File: config.mk
export PLATFORM = sky130hd
export DESIGN_NAME = instruction_fetch
export DESIGN_NICKNAME = d
export VERILOG_FILES = /design/src/rtl/rapids_pkg.sv /design/src/rtl/instruction_fetch_buffer.sv /design/src/rtl/instruction_fetch.sv
export SDC_FILE = /design/constraint.sdc
export NUM_CORES = 1
export LEC_CHECK = 0
export ABC_AREA = 0
export CAP_MARGIN = 0
export CORE_ASPECT_RATIO = 0.6
export CORE_MARGIN = 2
export CORE_UTILIZATION = 52
export CTS_CLUSTER_DIAMETER = 100
export DETAILED_ROUTE_END_ITERATION = 8
export PLACE_DENSITY = 0.81
export SYNTH_ARGS = -nofsm -noshare
export SYNTH_HDL_FRONTEND = slang
export SYNTH_SLANG_ARGS = --single-unit
File: constraint.sdc
create_clock -name clk -period 3.9 [get_ports clk]
set_clock_uncertainty 0.1 [all_clocks]
set_input_delay 0.975 -clock clk [delete_from_list [all_inputs] [get_ports clk]]
set_output_delay 0.975 -clock clk [all_outputs]
set_load 0.02 [all_outputs]
File: src/rtl/rapids_pkg.sv
// Shared fetch-stage types: FSM state encoding, buffer entry layout and the
// legal-address helper used by the fetch stage.
package rapids_pkg;

   localparam int unsigned INSTR_W = 32;
   localparam logic [31:0] PC_STEP = 32'd4;

   localparam logic [1:0] ST_IDLE    = 2'd0;
   localparam logic [1:0] ST_FETCH   = 2'd1;
   localparam logic [1:0] ST_DISCARD = 2'd2;
   localparam logic [1:0] ST_FAULTED = 2'd3;

   typedef enum logic [1:0] {
      IDLE    = ST_IDLE,
      FETCH   = ST_FETCH,
      DISCARD = ST_DISCARD,
      FAULTED = ST_FAULTED
   } fetch_state_e;

   typedef struct packed {
      logic [INSTR_W-1:0] word;
      logic               fault;
   } fetch_entry_t;

   function automatic logic addr_legal(input logic [31:0] addr,
                                       input logic [31:0] base,
                                       input logic [31:0] limit);
      return (addr[1:0] == 2'b00) && (addr >= base) && (addr < limit);
   endfunction

endpackage

File: src/rtl/instruction_fetch_buffer.sv
// Two-entry in-order prefetch FIFO of {word, fault}; flush may coincide with a
// push, in which case the pushed entry becomes the sole content.
module prefetch_buffer
   import rapids_pkg::*;
(
   input  logic         clk_i,
   input  logic         reset_i,
   input  logic         push_i,
   input  fetch_entry_t push_entry_i,
   input  logic         pop_i,
   input  logic         flush_i,
   output logic [1:0]   count_o,
   output fetch_entry_t head_o
);

   fetch_entry_t [1:0] entry_q, entry_d;
   logic [1:0]         count_q, count_d;
   logic               pop_s;

   // Next-state for entries and occupancy.
   always_comb begin
      entry_d = entry_q;
      count_d = count_q;
      pop_s   = pop_i && (count_q != 2'd0);
      if (flush_i) begin
         if (push_i) begin
            entry_d[0] = push_entry_i;
            count_d    = 2'd1;
         end else begin
            count_d = 2'd0;
         end
      end else begin
         case ({push_i, pop_s})
            2'b10: begin
               if (count_q == 2'd0) begin
                  entry_d[0] = push_entry_i;
                  count_d    = 2'd1;
               end else if (count_q == 2'd1) begin
                  entry_d[1] = push_entry_i;
                  count_d    = 2'd2;
               end else begin
                  count_d = count_q;
               end
            end
            2'b01: begin
               entry_d[0] = entry_q[1];
               count_d    = count_q - 2'd1;
            end
            2'b11: begin
               if (count_q == 2'd1) begin
                  entry_d[0] = push_entry_i;
               end else begin
                  entry_d[0] = entry_q[1];
                  entry_d[1] = push_entry_i;
               end
            end
            default: begin
               count_d = count_q;
            end
         endcase
      end
   end

   // Entry and occupancy registers.
   always_ff @(posedge clk_i) begin
      if (reset_i) begin
         entry_q <= '0;
         count_q <= 2'd0;
      end else begin
         entry_q <= entry_d;
         count_q <= count_d;
      end
   end

   assign count_o = count_q;
   assign head_o  = entry_q[0];

endmodule

File: src/rtl/instruction_fetch.sv
// Fetch stage: owns pc/fetch_pc, issues single-outstanding word reads and
// feeds the prefetch buffer; head outputs decode from registers only.
module instruction_fetch
   import rapids_pkg::*;
#(
   parameter logic [31:0] RESET_PC  = 32'h0000_0000,
   parameter logic [31:0] SEG_BASE  = 32'h0000_0000,
   parameter logic [31:0] SEG_LIMIT = 32'h0001_0000
) (
   input  logic        clk,
   input  logic        reset,
   input  logic        pc_inc,
   input  logic        pc_load,
   input  logic [31:0] pc_target,
   output logic [31:0] instruction,
   output logic [31:0] pc,
   output logic        wait_instr,
   output logic        instr_segv,
   output logic        imem_req,
   output logic [31:0] imem_addr,
   input  logic        imem_ack,
   input  logic [31:0] imem_rdata,
   input  logic        imem_fault
);

   fetch_state_e state_q, state_d;
   logic [31:0]  pc_q, pc_d;
   logic [31:0]  fetch_pc_q, fetch_pc_d;
   logic [31:0]  req_addr_q, req_addr_d;
   logic         run_q;

   logic         fetch_legal_s, room_s, issue_s, req_s, outstanding_s;
   logic         push_s, pop_s, flush_s;
   fetch_entry_t push_entry_s, head_s;
   logic [1:0]   count_s;

   prefetch_buffer u_buf (
      .clk_i        (clk),
      .reset_i      (reset),
      .push_i       (push_s),
      .push_entry_i (push_entry_s),
      .pop_i        (pop_s),
      .flush_i      (flush_s),
      .count_o      (count_s),
      .head_o       (head_s)
   );

   // Request issue: IDLE presents the request in the same cycle it decides to
   // fetch, so a zero-wait memory can sustain one word per cycle.
   always_comb begin
      fetch_legal_s = addr_legal(fetch_pc_q, SEG_BASE, SEG_LIMIT);
      room_s        = (count_s < 2'd2);
      issue_s       = run_q && (state_q == IDLE) && room_s && fetch_legal_s;
      req_s         = issue_s || (state_q == FETCH) || (state_q == DISCARD);
      outstanding_s = req_s && !imem_ack;
   end

   // FSM next state, PC updates and buffer control.
   always_comb begin
      state_d      = state_q;
      pc_d         = pc_q;
      fetch_pc_d   = fetch_pc_q;
      push_s       = 1'b0;
      push_entry_s = '0;
      pop_s        = 1'b0;
      flush_s      = 1'b0;
      if (issue_s) begin
         req_addr_d = fetch_pc_q;
      end else begin
         req_addr_d = req_addr_q;
      end
      if (pc_load) begin
         flush_s    = 1'b1;
         pc_d       = pc_target;
         fetch_pc_d = pc_target;
         if (outstanding_s) begin
            state_d = DISCARD;
         end else if (!addr_legal(pc_target, SEG_BASE, SEG_LIMIT)) begin
            push_s             = 1'b1;
            push_entry_s.fault = 1'b1;
            state_d            = FAULTED;
         end else begin
            state_d = IDLE;
         end
      end else begin
         pop_s = pc_inc && (count_s != 2'd0) && !head_s.fault;
         if (pop_s) begin
            pc_d = pc_q + PC_STEP;
         end else begin
            pc_d = pc_q;
         end
         case (state_q)
            IDLE, FETCH: begin
               if (req_s && imem_ack) begin
                  push_s            = 1'b1;
                  push_entry_s.word = imem_rdata;
                  push_entry_s.fault = imem_fault;
                  fetch_pc_d        = fetch_pc_q + PC_STEP;
                  state_d           = imem_fault ? FAULTED : IDLE;
               end else if (req_s) begin
                  state_d = FETCH;
               end else if (run_q && room_s && !fetch_legal_s) begin
                  // Illegal address: the fault stands in for the word.
                  push_s             = 1'b1;
                  push_entry_s.fault = 1'b1;
                  state_d            = FAULTED;
               end else begin
                  state_d = IDLE;
               end
            end
            DISCARD: begin
               if (imem_ack) begin
                  state_d = IDLE;
               end else begin
                  state_d = DISCARD;
               end
            end
            FAULTED: begin
               state_d = FAULTED;
            end
            default: begin
               state_d = IDLE;
            end
         endcase
      end
   end

   // State and address registers.
   always_ff @(posedge clk) begin
      if (reset) begin
         state_q    <= IDLE;
         pc_q       <= RESET_PC;
         fetch_pc_q <= RESET_PC;
         req_addr_q <= RESET_PC;
         run_q      <= 1'b0;
      end else begin
         state_q    <= state_d;
         pc_q       <= pc_d;
         fetch_pc_q <= fetch_pc_d;
         req_addr_q <= req_addr_d;
         run_q      <= 1'b1;
      end
   end

   // Output decode from registered state only.
   always_comb begin
      imem_req    = req_s;
      pc          = pc_q;
      wait_instr  = (count_s == 2'd0);
      instr_segv  = (count_s != 2'd0) && head_s.fault;
      if ((state_q == FETCH) || (state_q == DISCARD)) begin
         imem_addr = req_addr_q;
      end else begin
         imem_addr = fetch_pc_q;
      end
      if ((count_s != 2'd0) && !head_s.fault) begin
         instruction = head_s.word;
      end else begin
         instruction = '0;
      end
   end

endmodule

-- Word level (Yosys, flattened, before mapping)
Cells that the tools add are included.
- register bits after elaboration: 167
- input bits: 70
- output and inout bits: 99
- logic and storage cells: 113
- add/sub/neg operators: 3
- order comparisons: 5
- equality and inequality tests: 12
- mux-type cells: 44
- bitwise gates (word level): 1
- reduce and logical (&&, ||, !) cells: 38
- operators by type and width (cell ; number):
    $mux 32 ; 9
    $mux 33 ; 7
    $pmux 33 s3 ; 1
    $pmux 33 s2 ; 1
    $add 32x3->32 const B ; 2
    $ge 32x1->1 const B ; 2
    $lt 32x17->1 const B ; 2
    $mux 2 ; 11
    $logic_and 1x1->1 ; 16
    $mux 1 ; 13
    $reduce_bool 2->1 ; 5
    $eq 2x2->1 const B ; 4
    $logic_not 2->1 ; 4
    $eq 2x1->1 const B ; 3
    $pmux 2 s3 ; 1
    $ne 2x2->1 const B ; 2
    $ne 4x3->1 const B ; 1
    $pmux 2 s2 ; 1
    $reduce_and 2->1 ; 2
    $reduce_and 4->1 ; 1
    $reduce_bool 4->1 ; 1
    $logic_not 1->1 ; 3
    $logic_or 1x1->1 ; 3
    $ne 3x3->1 const B ; 1
    other kinds (7) ; 7

-- Logic depth before layout (Yosys ltp)
- word-level depth: 13
- depth in mapped cells: 11

-- Hierarchy
From an unflattened synthesis, not the netlist that was laid out.
- cell total of the unflattened synthesis: 1010
- area total of the unflattened synthesis: 9033.7 um^2
- modules (own cells, without submodules) (module ; times used ; cells an instance ; area an instance (um^2) ; sequential area each (um^2)):
    instruction_fetch ; 1 ; 675 ; 5625.4 ; 1981.9
    prefetch_buffer ; 1 ; 335 ; 3408.3 ; 1361.3

-- Worst setup path before layout
OpenSTA, ideal clock, no wires.
- path type: register to output
- start: reg fetch_pc_q[24]
- end: out imem_req
- data arrival time: 2.060 ns
- data required time: 2.825 ns
- slack: 0.765 ns
- stages on the path, launching flop included: 7
- path buffers: 2
- cells stage by stage: dfxtp_1 > or4_4 > or3_1 > or2_2 > clkbuf_1 > clkbuf_1 > nand2_1
- cells in the longest elaborated chain, start to end: 6
- ends and longest elaborated chain (what ; RTL line ; source):
    start, declared ; instruction_fetch.sv:28 ; logic [31:0] fetch_pc_q, fetch_pc_d;
    start signal, assigned ; instruction_fetch.sv:139 ; fetch_pc_q <= fetch_pc_d;
    $ge 32x1->1 ; rapids_pkg.sv:28 ; return (addr[1:0] == 2'b00) && (addr >= base) && (addr < limit);
    $logic_and 1x1->1 ; rapids_pkg.sv:28 ;
    $logic_and 1x1->1 * ; rapids_pkg.sv:28 ;
    $logic_and 1x1->1 * ; instruction_fetch.sv:53 ; issue_s = run_q && (state_q == IDLE) && room_s && fetch_legal_s;
    $logic_or 1x1->1 * (2 in series) ; instruction_fetch.sv:54 ; req_s = issue_s || (state_q == FETCH) || (state_q == DISCARD);
    end, declared ; instruction_fetch.sv:19 ; output logic imem_req,
Mark *: on every way between the ends. The rest lies on a longest branch, timed or not.

==> flow_metrics.tcl <==
set metrics [dict create \
    maxSlewViolCount 0 \
    grt_pass1_vias 7256 \
    post_drt_via_cell_ratio 5.89 \
    hp-class "flop to flop" \
    stdcell_area_um2 10800 \
    fp.dieArea_um2 16800 \
    r2r_slack_ns 0.89 \
    tritoncts "done" \
    htreeDepth 4 \
    dpl-instance-area_um2 10100 \
    crit_type "flop to primary output" \
    syn-cell-area_um2 8180 \
    p_int_uw 3260 \
    holdWs_ns 0.351 \
    drc 0 \
    hold_viol_final 0 \
    worst_setup_path_end_kind "primary output" \
    dp_hpwl_um 16200 \
    status "finished clean" \
    vias 7796 \
    ys.flop_type "dfxtp_1" \
    worstReg2RegEnd "pc[26]" \
    port_buffers 168 \
    reg2reg_from "u_buf.count_o[0]" \
    setup_viol 0 \
    synthArstFlopShare 0 \
    antenna_cells 0 \
    leakagePower_uw 0.00383 \
    clockBufferDepth 2 \
    clk_pin_slew_worst_paths_ns 0.06 \
    reg2reg_depth 9 \
    postSynthAreaPerCell_um2 8.47 \
    seq_area_frac_synth 0.409 \
    initial_core_util 0.532 \
    peakVddDrop_v 0.000274 \
    grtUsageTotal 0.284 \
    ys_types 63 \
    powerDensity_nw_per_um2 417 \
    critPathLaunchType "flop" \
    grt_setup_unrepaired "false" \
    area_growth_pct 31.6 \
    clock_latency_ns 0.44 \
    path_cells "inv_1 -> ha_1 -> buf_4 -> mux2_2 -> clkdlybuf4s50_1" \
    nNetsFinal 1188 \
    min_from "req_addr_q[4]" \
    place_congestion 0.940 \
    drt-initial-drc-count 718 \
    ys_ff_latch 167 \
    layout_commonest_cell "dfxtp_1" \
    relSlewSlack 0.571 \
    core_um2 15400 \
    drtAntennaViolNets 0 \
    layout_common_cells "dfxtp_1 (167), clkdlybuf4s50_1 (166), nand2_1 (123)" \
    die_width_um 166 \
    cp_slowest_stage_delay_ns 0.55 \
    grt_pass1_wl_um 38200 \
    syn_inst 965 \
    wirelength_um 24000 \
    finalCritPeriodShare 0.932 \
    grt_max_degree 91 \
    p_sw_frac 0.273 \
    ios 169 \
    cts_sinks 167 \
    pwr-share-seq 0.410 \
    rows 35 \
    first_pass_iters 5 \
    cts_buffers 17 \
    synth_edf_count 0 \
    max_cap_violations 0 \
    overflow 0 \
    finalCriticalPeriod_ns 3.64 \
    drive_gt1_frac 0.0981 \
    required_ns 2.82 \
    fin_setup_tns_ns 0 \
    die_y_um 101 \
    switching_power_uw 1220 \
    ctsHoldBuffers 0 \
    critical_path_peak_fanout 33 \
    worstMarginPinSlew_ns 0.644 \
    pwr-share-clk 0.418 \
    wl_per_cell_um 18.1 \
    synth_warnings 0 \
    fin_util 0.700 \
    syn_nets 1043 \
    cp_slowest_cell "clkdlybuf4s50_1" \
    comb_power_share 0.171 \
    crit_path_end "imem_addr[8]" \
    crit_arrival_ns 2.56 \
    antenna_found_initial 0 \
    cts_root_buf "clkbuf_16" \
    fmax_ghz 0.275 \
    post_cts_buffers 0 \
]
metal layers:
metal  share of wire  wire, um  GRT usage
met2            0.41      9890      0.411
met1            0.49     11900      0.425
met4           0.017       396     0.0783
met5               0         0          0
met3           0.077      1860     0.0609
flip-flops by register name, summed over array words and instances (netlist names), named ones only:
name,cells
fetch_pc_q,32
pc,32
req_addr_q,32
run_q,1
state_q,1
u_buf.count_o,2
u_buf.entry_q,33
u_buf.head_o,33
stage by stage:
| step | worst slack, ns | power, uW | std cells |
|---|---|---|---|
| 5_1_grt | 0.173 | 4610 | 1324 |
| 3_3_place_gp | 0.488 | 2620 | 1294 |
| 3_5_place_dp | 0.308 | 2630 | 1294 |
| 4_1_cts | 0.00957 | 4480 | 1324 |
| 6_report | 0.264 | 4480 | 1324 |
| 2_1_floorplan | 0.765 | 2290 | 965 |
worst max-delay path, delay by kind of cell (launching register included):
| family | cells | cell delay, ns |
|---|---|---|
| multiplexers | 1 | 0.43 |
| adder cells (fa/ha/maj) | 1 | 0.28 |
| buffers and inverters | 3 | 1.04 |
| flip-flops | 1 | 0.38 |
synthesized netlist by cell type (6+ instances only):
| cell | n | area, um2 |
|---|---|---|
| a21boi_0 | 47 | 353 |
| nand3_1 | 62 | 310 |
| ha_1 | 8 | 100 |
| mux2_2 | 31 | 349 |
| nand4_1 | 27 | 169 |
| nand2_1 | 123 | 462 |
| clkbuf_1 | 52 | 195 |
| buf_2 | 9 | 45.0 |
| a22oi_1 | 27 | 203 |
| xnor2_1 | 16 | 140 |
| and2_1 | 39 | 244 |
| or4_1 | 6 | 45.0 |
| nor2_1 | 30 | 113 |
| nor3_1 | 13 | 65.1 |
| xor2_1 | 37 | 324 |
| o21ai_1 | 7 | 35.0 |
| a21oi_1 | 66 | 330 |
| and3_1 | 30 | 188 |
| o21a_1 | 29 | 218 |
| inv_1 | 16 | 60.1 |
| nor4_1 | 9 | 56.3 |
| dfxtp_1 | 167 | 3340 |
| o21ai_0 | 32 | 160 |
| or2_2 | 6 | 37.5 |
how the worst min path moves through the flow:
stage	end	slack [ns]	cells past startpoint
after floorplan	u_buf.head_o[31]	0.31	2
after global placement	req_addr_q[12]	0.33	2
after detailed placement	u_buf.head_o[31]	0.33	2
after CTS	req_addr_q[11]	0.35	2
after global routing	req_addr_q[5]	0.37	2
final	req_addr_q[4]	0.35	2
cell type report:
type / count / area (um2)
Fill cell: 1230 / 4610
Multi-Input combinational cell: 710 / 4480
Sequential cell: 167 / 3340
Timing Repair Buffer: 197 / 1970
Clock buffer: 19 / 443
Tap cell: 203 / 254
Clock inverter: 11 / 198
Inverter: 17 / 63.8
what timing repair did:
action	in CTS	in global routing
resized for setup	0	1
endpoints found under the setup margin	0	1
endpoints found under the hold margin	0	0
kinds of logic (layout without fill, tap and decap cells):
logic type / count (synthesis) / count (layout) / share of synthesized area
adders and majority gates: 8 / 8 / 0.0122
and+or+nand+nor: 365 / 365 / 0.226
muxes: 32 / 32 / 0.0439
xor gates and xnor gates: 53 / 53 / 0.0568
DFF: 167 / 167 / 0.409
AOI/OAI and AO/OA: 252 / 252 / 0.207
buffers and inverters: 88 / 244 / 0.0451
power by group through the flow:
stage               clock (uW)  combinational (uW)  sequential (uW)
finish                    1880                 768             1840
global route              1940                 819             1850
detailed placement           0                 754             1870
CTS                       1880                 762             1840
floorplan                    0                 406             1880
global placement             0                 749             1870
Power figures use the tool's default switching activity.
